==> src/rtl/ro_meas_pkg.sv <==
// Shared definitions for the ring-oscillator frequency meter.
// Holds the measurement FSM state type, default parameter values and a helper
// that sizes the shared settle/gate timer.
package ro_meas_pkg;

  typedef enum logic [1:0] {
    StIdle,
    StSettle,
    StCount,
    StDone
  } ro_state_e;

  localparam int unsigned DefGateCycles   = 1024;
  localparam int unsigned DefSettleCycles = 16;
  localparam int unsigned DefCntW         = 24;
  localparam int unsigned DefSyncStages   = 2;
  localparam int unsigned DefPrescaleLog2 = 4;

  // One timer serves both phases, so it must hold the larger of the two lengths.
  function automatic int unsigned timer_width(input int unsigned gate, input int unsigned settle);
    int unsigned longest;
    longest = (gate > settle) ? gate : settle;
    return $clog2(longest + 1);
  endfunction

endpackage

==> src/rtl/ro_edge_sync.sv <==
// Brings the asynchronous ring-oscillator output into the clk domain and
// produces a one-cycle pulse for every rising edge seen after synchronisation.
// Optional feature: with RO_PRESCALE_EN defined, ro_in first passes through a
// PRESCALE_LOG2-stage ripple divider clocked by ro_in itself.
//
// Ports:
//   clk    - system clock
//   rst_n  - asynchronous active-low reset
//   ro_in  - raw ring-oscillator output, asynchronous to clk
//   edge_o - single-cycle rising-edge pulse, clk domain
module ro_edge_sync
  import ro_meas_pkg::*;
#(
  parameter int unsigned SYNC_STAGES   = DefSyncStages,
  parameter int unsigned PRESCALE_LOG2 = DefPrescaleLog2
) (
  input  logic clk,
  input  logic rst_n,
  input  logic ro_in,
  output logic edge_o
);

  logic sync_src;

`ifdef RO_PRESCALE_EN
  // div_clk[i] clocks stage i; each stage halves the frequency of the one before.
  logic [PRESCALE_LOG2:0] div_clk;
  assign div_clk[0] = ro_in;

  for (genvar i = 0; i < int'(PRESCALE_LOG2); i++) begin : g_div
    logic stage_q;
    always_ff @(posedge div_clk[i] or negedge rst_n) begin
      if (!rst_n) begin
        stage_q <= 1'b0;
      end else begin
        stage_q <= ~stage_q;
      end
    end
    assign div_clk[i+1] = stage_q;
  end

  assign sync_src = div_clk[PRESCALE_LOG2];
`else
  assign sync_src = ro_in;
`endif

  logic [SYNC_STAGES-1:0] sync_q;
  logic                   prev_q;

  always_ff @(posedge clk or negedge rst_n) begin
    if (!rst_n) begin
      sync_q <= '0;
      prev_q <= 1'b0;
    end else begin
      sync_q <= {sync_q[SYNC_STAGES-2:0], sync_src};
      prev_q <= sync_q[SYNC_STAGES-1];
    end
  end

  assign edge_o = sync_q[SYNC_STAGES-1] & ~prev_q;

endmodule

==> src/rtl/ro_freq_meter.sv <==
// Ring-oscillator frequency meter. On start it enables the RO, waits
// SETTLE_CYCLES for it to stabilise, counts synchronised rising edges over a
// GATE_CYCLES window, then reports the saturating count with a done pulse.
// Optional feature: RO_PRESCALE_EN inserts a 2^PRESCALE_LOG2 divider ahead of
// the synchroniser (see ro_edge_sync).
//
// Ports:
//   clk       - system clock
//   rst_n     - asynchronous active-low reset
//   start     - begin a measurement (honoured only when idle)
//   abort     - cancel a measurement during settle or count
//   ro_in     - raw ring-oscillator output, asynchronous to clk
//   ro_enable - enable to the RO macro
//   busy      - measurement in progress (settle or count)
//   done      - one-cycle pulse, count/overflow valid
//   count     - edge count of the last completed measurement
//   overflow  - last completed measurement saturated
module ro_freq_meter
  import ro_meas_pkg::*;
#(
  parameter int unsigned GATE_CYCLES   = DefGateCycles,
  parameter int unsigned SETTLE_CYCLES = DefSettleCycles,
  parameter int unsigned CNT_W         = DefCntW,
  parameter int unsigned SYNC_STAGES   = DefSyncStages,
  parameter int unsigned PRESCALE_LOG2 = DefPrescaleLog2
) (
  input  logic             clk,
  input  logic             rst_n,
  input  logic             start,
  input  logic             abort,
  input  logic             ro_in,
  output logic             ro_enable,
  output logic             busy,
  output logic             done,
  output logic [CNT_W-1:0] count,
  output logic             overflow
);

  localparam int unsigned TimerW = timer_width(GATE_CYCLES, SETTLE_CYCLES);
  localparam logic [TimerW-1:0] SettleLast = TimerW'(SETTLE_CYCLES - 1);
  localparam logic [TimerW-1:0] GateLast   = TimerW'(GATE_CYCLES - 1);

  ro_state_e         state_q, state_d;
  logic [TimerW-1:0] timer_q, timer_d;
  logic [CNT_W-1:0]  work_cnt_q, work_cnt_d;
  logic              work_ovf_q, work_ovf_d;
  logic [CNT_W-1:0]  count_q, count_d;
  logic              ovf_q, ovf_d;

  logic             ro_edge;
  logic [CNT_W-1:0] inc_cnt;
  logic             inc_ovf;

  ro_edge_sync #(
    .SYNC_STAGES  (SYNC_STAGES),
    .PRESCALE_LOG2(PRESCALE_LOG2)
  ) u_edge_sync (
    .clk   (clk),
    .rst_n (rst_n),
    .ro_in (ro_in),
    .edge_o(ro_edge)
  );

  // Work counter value after this cycle's edge, saturating at all-ones.
  always_comb begin
    inc_cnt = work_cnt_q;
    inc_ovf = work_ovf_q;
    if (ro_edge) begin
      if (&work_cnt_q) begin
        inc_ovf = 1'b1;
      end else begin
        inc_cnt = work_cnt_q + 1'b1;
      end
    end
  end

  always_comb begin
    state_d    = state_q;
    timer_d    = timer_q;
    work_cnt_d = work_cnt_q;
    work_ovf_d = work_ovf_q;
    count_d    = count_q;
    ovf_d      = ovf_q;

    unique case (state_q)
      StIdle: begin
        if (start) begin
          state_d    = StSettle;
          timer_d    = '0;
          work_cnt_d = '0;
          work_ovf_d = 1'b0;
        end
      end

      StSettle: begin
        if (abort) begin
          state_d = StIdle;
        end else if (timer_q == SettleLast) begin
          state_d = StCount;
          timer_d = '0;
        end else begin
          timer_d = timer_q + 1'b1;
        end
      end

      StCount: begin
        work_cnt_d = inc_cnt;
        work_ovf_d = inc_ovf;
        if (abort) begin
          state_d = StIdle;
        end else if (timer_q == GateLast) begin
          // Result registers load on entry to DONE so they are already valid
          // in the cycle where done is high; includes the final window edge.
          state_d = StDone;
          count_d = inc_cnt;
          ovf_d   = inc_ovf;
        end else begin
          timer_d = timer_q + 1'b1;
        end
      end

      StDone: begin
        state_d = StIdle;
      end

      default: begin
        state_d = StIdle;
      end
    endcase
  end

  always_ff @(posedge clk or negedge rst_n) begin
    if (!rst_n) begin
      state_q    <= StIdle;
      timer_q    <= '0;
      work_cnt_q <= '0;
      work_ovf_q <= 1'b0;
      count_q    <= '0;
      ovf_q      <= 1'b0;
    end else begin
      state_q    <= state_d;
      timer_q    <= timer_d;
      work_cnt_q <= work_cnt_d;
      work_ovf_q <= work_ovf_d;
      count_q    <= count_d;
      ovf_q      <= ovf_d;
    end
  end

  assign busy      = (state_q == StSettle) || (state_q == StCount);
  assign ro_enable = busy;
  assign done      = (state_q == StDone);
  assign count     = count_q;
  assign overflow  = ovf_q;

endmodule

==> config.mk <==
export PLATFORM = sky130hd
export DESIGN_NAME = ro_freq_meter
export DESIGN_NICKNAME = d
export VERILOG_FILES = /design/src/rtl/ro_meas_pkg.sv /design/src/rtl/ro_edge_sync.sv /design/src/rtl/ro_freq_meter.sv
export SDC_FILE = /design/constraint.sdc
export NUM_CORES = 1
export LEC_CHECK = 0
export CAP_MARGIN = 30
export CORE_ASPECT_RATIO = 1.2
export CORE_MARGIN = 2
export CORE_UTILIZATION = 60
export CTS_CLUSTER_DIAMETER = 50
export DETAILED_ROUTE_END_ITERATION = 10
export GPL_TIMING_DRIVEN = 0
export PLACE_DENSITY_LB_ADDON = 0.15
export SLEW_MARGIN = 20
export SYNTH_ARGS = -nofsm -noshare
export SYNTH_HDL_FRONTEND = slang
export SYNTH_SLANG_ARGS = --single-unit
==> constraint.sdc <==
create_clock -name clk -period 4.4 [get_ports clk]
set_input_delay 1.1 -clock clk [delete_from_list [all_inputs] [get_ports clk]]
set_output_delay 1.1 -clock clk [all_outputs]
set_load 0.1 [all_outputs]
==> impl_metrics.py, run 1 <==
metrics = {
    "run_status": {
        "status": "complete, no violations",
    },
    "placement": {
        "gp_congestion": 0.9766,
        "preCtsSetupSlack_ns": 1.037,
        "hpwl_um": 6624,
        "portBuffers": 32,
    },
    "critical_path": {
        "timing.rr.end": "work_cnt_q[6]$_DFFE_PN0P_",
        "crit_fanout": 4,
        "critPathCaptureType": "primary output",
        "critPathKind": "reg -> out",
        "crit_required_ns": 3.30,
        "cp-start-kind": "flop",
        "r2r_start": "state_q[0]$_DFFE_PN0P_",
        "crit_start": "state_q[0]$_DFFE_PN0P_",
        "ff2ff_path_depth": 8,
        "rrSetupSlack_ns": 1.44,
        "crit_end": "ro_enable",
        "critPathArrivalTime_ns": 2.41,
    },
    "synthesis": {
        "syn-instance-count": 416,
        "synth_cell_types": 53,
        "syn-mean-instance-area_um2": 8.873,
        "synth_top_area_share_pct": 44.75,
        "synthTopCellsByCount": "dfrtp_1, nand2_1, o21ai_0",
        "synth_mux_area_share_pct": 0.5424,
        "synth_top_family_by_area": "simple AND/OR/NAND/NOR gates",
        "ys.warnings.count": 0,
        "synth-compound-area-share_pct": 21.93,
        "synth_xor_area_share_pct": 3.322,
        "ys_ff_latch": 66,
        "yosys-top-cells-area": "dfrtp_1, o21ai_0, nand2_1",
        "synth_edf_count": 0,
        "synthAdderAreaFrac_pct": 2.034,
        "synth.most_common_cell": "dfrtp_1",
        "ys.flop_type": "dfrtp_1",
        "syn_area_um2": 3691,
        "yosysTopAreaCell": "dfrtp_1",
        "synth-seq-area-share_pct": 44.75,
        "async_flop_share_pct": 100.0,
        "synth_fp_nets": 427,
        "synthSimpleGateAreaFrac_pct": 23.46,
    },
    "timing": {
        "finalMaxSlewViolations": 0,
        "fmax_mhz": 285.2,
        "setup-tns-final_ns": 0,
        "rsz0062_at_grt": "false",
        "worst_pin_slew_ns": 0.9848,
        "fin_ws_ns": 0.8933,
        "skew_ns": 0.01274,
        "min_period_over_period_pct": 79.70,
        "setup_viol": 0,
        "period_needed_ns": 3.507,
        "relSlewSlack_pct": 34.14,
        "final_hold_viol_count": 0,
    },
    "clock_tree": {
        "postCtsHoldBufs": 0,
        "path_clk_slew_ns": 0.07,
        "clkLatencyLatePin_ns": 0.34,
        "cts_max_level": 3,
        "cts_resized": 0,
        "clockBufferDepth": 2,
        "cts-root-buf": "clkbuf_8",
        "cts_buffers": 9,
        "cts_setup_buffers": 0,
        "cts_sinks": 66,
        "cts_tree": "yes",
    },
    "hold_path": {
        "hold_start": "u_edge_sync.sync_q[0]$_DFF_PN0_",
        "hold_path_class": "reg -> reg",
    },
    "route": {
        "drc_errors": 0,
        "vias": 3386,
        "antenna_left": 0,
        "drt_first_pass_iters": 5,
        "drt_iter0_markers": 248,
        "wl_per_cell_um": 16.87,
        "avgViaCountPerCell": 6.190,
        "routed_wl_um": 9226,
    },
    "cells_and_area": {
        "syn_to_final_growth_pct": 17.49,
        "antennaDiodeCount": 0,
        "n_fill_cell": 470,
        "drive_above_1_share_pct": 7.097,
        "final_nets": 472,
    },
    "floorplan": {
        "num_rows": 31,
        "core-area_um2": 6012,
        "die_w_um": 75.60,
        "die_h_um": 89.92,
        "dieArea_um2": 6798,
        "start_util_pct": 61.39,
        "ios": 33,
    },
    "power": {
        "vdd_drop_max_v": 0.0005820,
        "leakagePower_uw": 0.001693,
        "powerDensity_nw_per_um2": 413.4,
    },
    "global_route": {
        "grt_antenna_before_repair": 0,
        "grt_start_max_net_pins": 39,
        "grt_pass1_wl_um": 15230,
        "globalRouteOverflowTotal": 0,
        "first_global_vias": 3284,
        "grt_util_all_layers_pct": 29.08,
    },
    "job": {
        "drv_cap": 0,
    },
}
-- registers in the layout, summed over array words and instances, names as in the netlist --
signal / count
work_ovf_q: 1
u_edge_sync.sync_q: 2
state_q: 2
u_edge_sync.prev_q: 1
overflow: 1
count: 24
timer_q: 11
work_cnt_q: 24
-- critical path, cell delays in order (launching register included) --
cell and delay, ns:
dfrtp_1 0.41, inv_1 0.10, ha_1 0.33, buf_4 0.11, clkdlybuf4s50_1 1.12
-- power by group --
part	leakage (µW)	total (µW)	internal (µW)	switching [µW]
logic	0.000694	632	176	456
clock network	0.0000877	506	274	232
registers	0.000912	655	629	25.5
total	0.00169	1790	1080	714
-- per-layer routing --
layer  routed length, µm  vias to the layer above  part of all wire [%]  global-route usage (%)
met5                   0                        -                     0                       0
met2                4849                       93                    53                   48.48
met4                 339                        0                   3.7                   14.62
li1                    -                     1618                     -                       -
met1                3724                     1643                    40                   35.66
met3                 313                       32                   3.4                   3.924
-- placed cells by master (no fill, tap or decap), types with 10 or more instances in the layout --
cell	instances
inv_1	13
a31oi_1	13
clkdlybuf4s50_1	31
dfrtp_1	66
nor3_1	12
or4_1	10
clkbuf_1	21
a21oi_1	19
nand2_1	54
clkbuf_8	10
nor2_1	19
o21ai_0	46
nand3_1	23
xnor2_1	14
-- cells by family (layout without fill, tap and decap cells) --
| group | after synthesis | after routing |
|---|---|---|
| and+or+nand+nor | 163 | 163 |
| AOI/OAI and AO/OA | 128 | 128 |
| DFF | 66 | 66 |
| buffers and inverters | 37 | 86 |
| xor gates and xnor gates | 14 | 14 |
| adders and majority gates | 6 | 6 |
| muxes | 2 | 2 |
-- final cells by class --
type | count | area (µm²) | share of cell area, %
Buffer | 24 | 97.59 | 2.250
Timing Repair Buffer | 34 | 342.8 | 7.905
Clock inverter | 4 | 52.55 | 1.212
Sequential cell | 66 | 1652 | 38.08
Multi-Input combinational cell | 313 | 1899 | 43.80
Clock buffer | 11 | 141.4 | 3.260
Tap cell | 82 | 102.6 | 2.366
Inverter | 13 | 48.80 | 1.125
-- how the worst min path moves through the flow --
stage                                 endpoint  cells past startpoint
5_1_grt        u_edge_sync.sync_q[1]$_DFF_PN0_                      0
2_1_floorplan  u_edge_sync.sync_q[1]$_DFF_PN0_                      0
6_report       u_edge_sync.sync_q[1]$_DFF_PN0_                      0
3_5_place_dp   u_edge_sync.sync_q[1]$_DFF_PN0_                      0
3_3_place_gp   u_edge_sync.sync_q[1]$_DFF_PN0_                      0
4_1_cts        u_edge_sync.sync_q[1]$_DFF_PN0_                      0
-- per-stage QoR --
step	util, %	total power [µW]	instance area, µm²	std cells	hold slack (ns)
detailed placement	68.91	1291	4143	532	0.3448
floorplan	-	1127	3691	416	0.3312
global placement	68.43	1271	4114	530	0.3356
finish	72.13	1793	4337	547	0.3595
CTS	72.13	1796	4337	547	0.3615
global route	72.13	1890	4337	547	0.3839
No activity file was read; power rests on OpenSTA's default activity.
==> inputs of run 2 (changes only) <==
--- a/config.mk
+++ b/config.mk
@@ -8,7 +8,7 @@
 export CAP_MARGIN = 30
 export CORE_ASPECT_RATIO = 1.2
 export CORE_MARGIN = 2
-export CORE_UTILIZATION = 60
+export CORE_UTILIZATION = 52
 export CTS_CLUSTER_DIAMETER = 50
 export DETAILED_ROUTE_END_ITERATION = 10
 export GPL_TIMING_DRIVEN = 0
==> constraint.sdc (replaced) <==
create_clock -name clk -period 3.1 [get_ports clk]
set_input_delay 0.775 -clock clk [delete_from_list [all_inputs] [get_ports clk]]
set_output_delay 0.775 -clock clk [all_outputs]
set_load 0.1 [all_outputs]
==> impl_metrics.py, run 2 (same netlist as run 1, synthesis figures left out) <==
metrics = {
    "timing": {
        "rsz0062_at_grt": "false",
        "period_needed_ns": 2.887,
        "finalMaxSlewViolations": 0,
        "hold_ws_ns": 0.3543,
        "setup_viol": 0,
        "setup-tns-final_ns": 0,
        "worst_pin_slew_ns": 0.9799,
        "final_hold_viol_count": 0,
        "fmax_mhz": 346.3,
        "fin_ws_ns": 0.2127,
        "min_period_over_period_pct": 93.14,
        "skew_ns": 0.008232,
        "relSlewSlack_pct": 34.47,
    },
    "placement": {
        "preCtsSetupSlack_ns": 0.07904,
        "hpwl_um": 6483,
        "dpl_cell_area_um2": 4151,
        "portBuffers": 32,
        "gp_congestion": 0.8893,
    },
    "power": {
        "p_sw_uw": 1016,
        "vdd_drop_max_v": 0.0009060,
        "clkPwrFrac_pct": 27.1,
        "leakagePower_uw": 0.001709,
        "switching_share_pct": 40.97,
        "combPwrFrac_pct": 35.4,
        "seqPwrFrac_pct": 37.4,
        "internal_power_uw": 1465,
        "powerDensity_nw_per_um2": 572.5,
    },
    "critical_path": {
        "crit_fanout": 4,
        "ff2ff_path_depth": 10,
        "cp-start-kind": "flop",
        "crit_required_ns": 2.32,
        "critPathKind": "reg -> out",
        "slowest_delay_ns": 0.84,
        "cp.depth": 4,
        "cp_top_family": "buffers and inverters",
        "cp_slowest_cell": "dlygate4sd2_1",
        "crit_chain": "inv_1 -> ha_1 -> buf_4 -> dlygate4sd2_1",
        "path_buf_inv": 3,
        "rrSetupSlack_ns": 0.45,
        "critPathCaptureType": "primary output",
        "critPathArrivalTime_ns": 2.11,
    },
    "global_route": {
        "grt_pass1_wl_um": 15180,
        "first_global_vias": 3199,
        "grt_util_all_layers_pct": 25.44,
        "grt_antenna_before_repair": 0,
        "globalRouteOverflowTotal": 0,
        "grt_start_max_net_pins": 37,
    },
    "floorplan": {
        "ios": 33,
        "dieArea_um2": 7791,
        "start_util_pct": 53.85,
        "num_rows": 33,
        "die_h_um": 96.29,
        "die_w_um": 80.91,
        "core-area_um2": 6854,
    },
    "cells_and_area": {
        "final_nets": 472,
        "mostFrequentLayoutCell": "dfrtp_1",
        "syn_to_final_growth_pct": 17.42,
        "mostFrequentLayoutCells": "dfrtp_1, nand2_1, o21ai_0",
        "drive_above_1_share_pct": 7.296,
        "multi_input_area_um2": 1899,
        "seqCellArea_um2": 1652,
        "final_util_pct": 63.23,
        "antennaDiodeCount": 0,
        "n_fill_cell": 616,
        "final_area_um2": 4334,
    },
    "route": {
        "drt_first_pass_iters": 6,
        "drt_iter0_markers": 232,
        "antenna_left": 0,
        "routed_wl_um": 9096,
        "wl_per_cell_um": 16.45,
        "drc_errors": 0,
        "vias": 3360,
        "avgViaCountPerCell": 6.076,
    },
    "clock_tree": {
        "path_clk_slew_ns": 0.07,
        "clockBufferDepth": 2,
        "clkLatencyLatePin_ns": 0.35,
        "cts_setup_buffers": 0,
        "cts-root-buf": "clkbuf_8",
        "cts_tree": "yes",
        "cts_buffers": 9,
        "cts_sinks": 66,
        "cts_max_level": 3,
    },
    "job": {
        "drv_cap": 0,
    },
    "run_status": {
        "status": "complete, no violations",
    },
    "hold_path": {
        "hold_path_class": "in -> async",
    },
}
[run 2: worst paths after layout]
check / from / end
setup reg to reg: state_q[0]$_DFFE_PN0P_ / count[10]$_DFFE_PN0P_
max in group asynchronous: rst_n / timer_q[10]$_DFFE_PN0P_
hold / removal: rst_n / count[1]$_DFFE_PN0P_
hold reg to reg: u_edge_sync.sync_q[0]$_DFF_PN0_ / u_edge_sync.sync_q[1]$_DFF_PN0_
min in group clk: u_edge_sync.sync_q[0]$_DFF_PN0_ / u_edge_sync.sync_q[1]$_DFF_PN0_
setup / recovery: state_q[0]$_DFFE_PN0P_ / ro_enable
[run 2: worst register-to-register path: stages (launching register included)]
cell	delay, ns
dfrtp_1	0.42
inv_1	0.11
ha_1	0.15
clkbuf_1	0.29
nand2b_1	0.14
or4_1	0.40
clkbuf_1	0.19
clkbuf_1	0.31
clkbuf_1	0.30
nand2_1	0.11
o21ai_0	0.09
[run 2: layout make-up]
| class | count | share of cell area (%) |
|---|---|---|
| Tap cell | 87 | 2.512 |
| Timing Repair Buffer | 34 | 7.997 |
| Sequential cell | 66 | 38.11 |
| Multi-Input combinational cell | 313 | 43.82 |
| Inverter | 13 | 1.126 |
| Clock inverter | 4 | 0.6062 |
| Buffer | 24 | 2.252 |
| Clock buffer | 12 | 3.580 |
[run 2: per-stage QoR]
stage | total power, µW | instances
global placement | 1809 | 535
CTS | 2485 | 553
detailed placement | 1823 | 537
global route | 2616 | 553
finish | 2481 | 553
floorplan | 1600 | 416
[run 2: routing by layer]
| metal | wire, µm | vias to the layer above | track usage (%) |
|---|---|---|---|
| met2 | 4591 | 97 | 43.25 |
| met3 | 438 | 24 | 4.690 |
| met1 | 3798 | 1616 | 31.05 |
| li1 | - | 1623 | - |
| met5 | 0 | - | 0 |
| met4 | 268 | 0 | 12.01 |
[run 2: power by group through the flow]
stage          Clock (µW)  Sequential, µW  Combinational [µW]
2_1_floorplan           0             936                 664
3_5_place_dp            0             946                 877
5_1_grt               720             932                 964
6_report              673             929                 879
3_3_place_gp            0             944                 866
4_1_cts               684             928                 874
[run 2: what timing repair did]
action,CTS,global route
endpoints found under the setup margin,1,2
hold buffers,0,0
resized for setup,1,2
==> inputs of run 3 (changes only) <==
--- a/config.mk
+++ b/config.mk
@@ -13,7 +13,10 @@
 export DETAILED_ROUTE_END_ITERATION = 10
 export GPL_TIMING_DRIVEN = 0
 export PLACE_DENSITY_LB_ADDON = 0.15
+export SKIP_CTS_REPAIR_TIMING = 1
+export SKIP_LAST_GASP = 1
 export SLEW_MARGIN = 20
 export SYNTH_ARGS = -nofsm -noshare
 export SYNTH_HDL_FRONTEND = slang
+export SYNTH_HIERARCHICAL = 1
 export SYNTH_SLANG_ARGS = --single-unit
==> impl_metrics.py, run 3 <==
metrics = {
    "synthesis": {
        "synth-seq-area-share_pct": 46.84,
        "syn_area_um2": 3526,
        "synth.most_common_cell": "dfrtp_1",
        "async_flop_share_pct": 100.0,
        "syn-instance-count": 392,
        "syn-mean-instance-area_um2": 8.995,
        "synth_fp_nets": 403,
        "synthTopCellsByCount": "dfrtp_1, o21ai_0, nand2_1",
        "yosys-top-cells-area": "dfrtp_1, o21ai_0, nand2_1",
        "ys_ff_latch": 66,
        "ys.warnings.count": 6,
        "synth_cell_types": 51,
        "synth_edf_count": 0,
        "yosysTopAreaCell": "dfrtp_1",
        "synth_top_area_share_pct": 46.84,
        "ys.flop_type": "dfrtp_1",
    },
    "cells_and_area": {
        "stdcell_count": 525,
        "final_area_um2": 4145,
        "mostFrequentLayoutCell": "dfrtp_1",
        "antennaDiodeCount": 0,
        "final_util_pct": 63.91,
        "seqCellArea_um2": 1652,
        "mostFrequentLayoutCells": "dfrtp_1, o21ai_0, nand2_1",
        "final_nets": 447,
        "multi_input_area_um2": 1720,
        "n_fill_cell": 578,
        "syn_to_final_growth_pct": 17.57,
        "drive_above_1_share_pct": 7.045,
    },
    "route": {
        "avgViaCountPerCell": 5.834,
        "routed_wl_um": 7970,
        "drc_errors": 0,
        "antenna_left": 0,
        "drt_iter0_markers": 168,
        "vias": 3063,
        "wl_per_cell_um": 15.18,
        "drt_first_pass_iters": 4,
    },
    "power": {
        "internal_power_uw": 1414,
        "p_sw_uw": 878.3,
        "seqPwrFrac_pct": 40.0,
        "switching_share_pct": 38.32,
        "vdd_drop_max_v": 0.0006603,
        "powerDensity_nw_per_um2": 552.9,
        "leakagePower_uw": 0.001722,
        "combPwrFrac_pct": 31.9,
        "clkPwrFrac_pct": 28.1,
    },
    "floorplan": {
        "core-area_um2": 6486,
        "start_util_pct": 54.36,
        "num_rows": 32,
        "dieArea_um2": 7458,
        "ios": 33,
        "die_h_um": 94.21,
        "die_w_um": 79.17,
    },
    "critical_path": {
        "critPathArrivalTime_ns": 2.07,
        "crit_fanout": 5,
        "crit_start": "state_q[0]$_DFFE_PN0P_",
        "cp-start-kind": "flop",
        "critPathCaptureType": "primary output",
        "timing.rr.end": "timer_q[3]$_DFFE_PN0P_",
        "r2r_start": "state_q[0]$_DFFE_PN0P_",
        "critPathKind": "reg -> out",
        "crit_required_ns": 2.32,
        "ff2ff_path_depth": 9,
        "rrSetupSlack_ns": 0.56,
        "crit_end": "done",
    },
    "placement": {
        "portBuffers": 32,
        "dp.cells": 510,
        "hpwl_um": 5612,
        "dpl_cell_area_um2": 3970,
        "gp_congestion": 0.9078,
    },
    "timing": {
        "worst_pin_slew_ns": 0.9779,
        "min_period_over_period_pct": 91.88,
        "relSlewSlack_pct": 34.60,
        "skew_ns": 0.007389,
        "rsz0062_at_grt": "false",
        "fmax_mhz": 351.1,
        "final_hold_viol_count": 0,
        "hold_ws_ns": 0.3523,
        "period_needed_ns": 2.848,
        "finalMaxSlewViolations": 0,
        "setup_viol": 0,
    },
    "clock_tree": {
        "cts-root-buf": "clkbuf_8",
        "clkLatencyLatePin_ns": 0.35,
        "cts_buffers": 9,
        "cts_tree": "yes",
        "cts_max_level": 3,
        "path_clk_slew_ns": 0.07,
        "clockBufferDepth": 2,
        "cts_sinks": 66,
    },
    "global_route": {
        "grt_util_all_layers_pct": 23.46,
        "globalRouteOverflowTotal": 0,
        "grt_start_max_net_pins": 37,
        "first_global_vias": 2828,
        "grt_antenna_before_repair": 0,
        "grt_pass1_wl_um": 13430,
    },
    "run_status": {
        "status": "complete, no violations",
    },
    "job": {
        "drv_cap": 0,
    },
    "hold_path": {
        "hold_path_class": "in -> async",
    },
}
[run 3: changes by cell type after synthesis, sizes merged, moves of 4 or more]
cell and change:
or4 -10, and3 +5, o211ai -9, nor3 -6
nand3 -7, a21oi -6, and4 -4, xor2 +12
o31ai +6, o21ai +13
[run 3: worst min path at each step]
stage	startpoint	end	cells after the start
2_1_floorplan	u_edge_sync/sync_q[0]$_DFF_PN0_	u_edge_sync/sync_q[1]$_DFF_PN0_	0
3_3_place_gp	u_edge_sync/sync_q[0]$_DFF_PN0_	u_edge_sync/sync_q[1]$_DFF_PN0_	0
3_5_place_dp	u_edge_sync/sync_q[0]$_DFF_PN0_	u_edge_sync/sync_q[1]$_DFF_PN0_	0
4_1_cts	rst_n	work_cnt_q[7]$_DFFE_PN0P_	1
5_1_grt	u_edge_sync/sync_q[0]$_DFF_PN0_	u_edge_sync/sync_q[1]$_DFF_PN0_	0
6_report	rst_n	count[4]$_DFFE_PN0P_	1
[run 3: cell families (layout without fill, tap and decap cells)]
logic type / Yosys count / count (layout) / synth area share [%]
and+or+nand+nor: 139 / 139 / 20.44
AOI/OAI and AO/OA: 120 / 120 / 20.23
DFF: 66 / 66 / 46.84
buffers and inverters: 37 / 85 / 4.365
xor gates and xnor gates: 23 / 23 / 5.713
adders and majority gates: 6 / 6 / 2.129
muxes: 1 / 1 / 0.2839
[run 3: layout make-up]
cell class | instances | area share (%)
repair buffers | 33 | 8.270
multi-input cells | 289 | 41.50
flip-flops and latches | 66 | 39.84
clock buffers | 12 | 3.743
inverters | 13 | 1.177
clock inverters | 3 | 0.3622
plain buffers | 24 | 2.535
well taps | 85 | 2.566
[run 3: through the flow]
| stage | power [µW] | worst slack [ns] | setup TNS (ns) |
|---|---|---|---|
| 2_1_floorplan | 1466 | 0.5646 | 0 |
| 3_3_place_gp | 1640 | -0.9527 | -62.64 |
| 3_5_place_dp | 1661 | 0.2170 | 0 |
| 4_1_cts | 2300 | -0.1461 | -0.2005 |
| 5_1_grt | 2408 | 0.1732 | 0 |
| 6_report | 2292 | 0.2518 | 0 |
[run 3: critical path, stage by stage, from the launching register on]
cell	delay, ns
dfrtp_1	0.43
ha_1	0.17
clkdlybuf4s50_1	1.12
[run 3: layer usage]
| layer | vias to the layer above | part of all wire [%] | track usage (%) |
|---|---|---|---|
| li1 | 1487 | - | - |
| met1 | 1474 | 44 | 29.74 |
| met2 | 85 | 48 | 38.06 |
| met3 | 17 | 4.7 | 4.712 |
| met4 | 0 | 2.8 | 11.78 |
| met5 | - | 0 | 0 |
[run 3: power groups by stage]
| stage | sequential, µW | combinational, µW | clock [µW] |
|---|---|---|---|
| final | 916 | 732 | 644 |
| after global routing | 919 | 796 | 693 |
| after CTS | 915 | 735 | 650 |
| after detailed placement | 931 | 730 | 0 |
| after global placement | 930 | 710 | 0 |
| after floorplan | 924 | 542 | 0 |
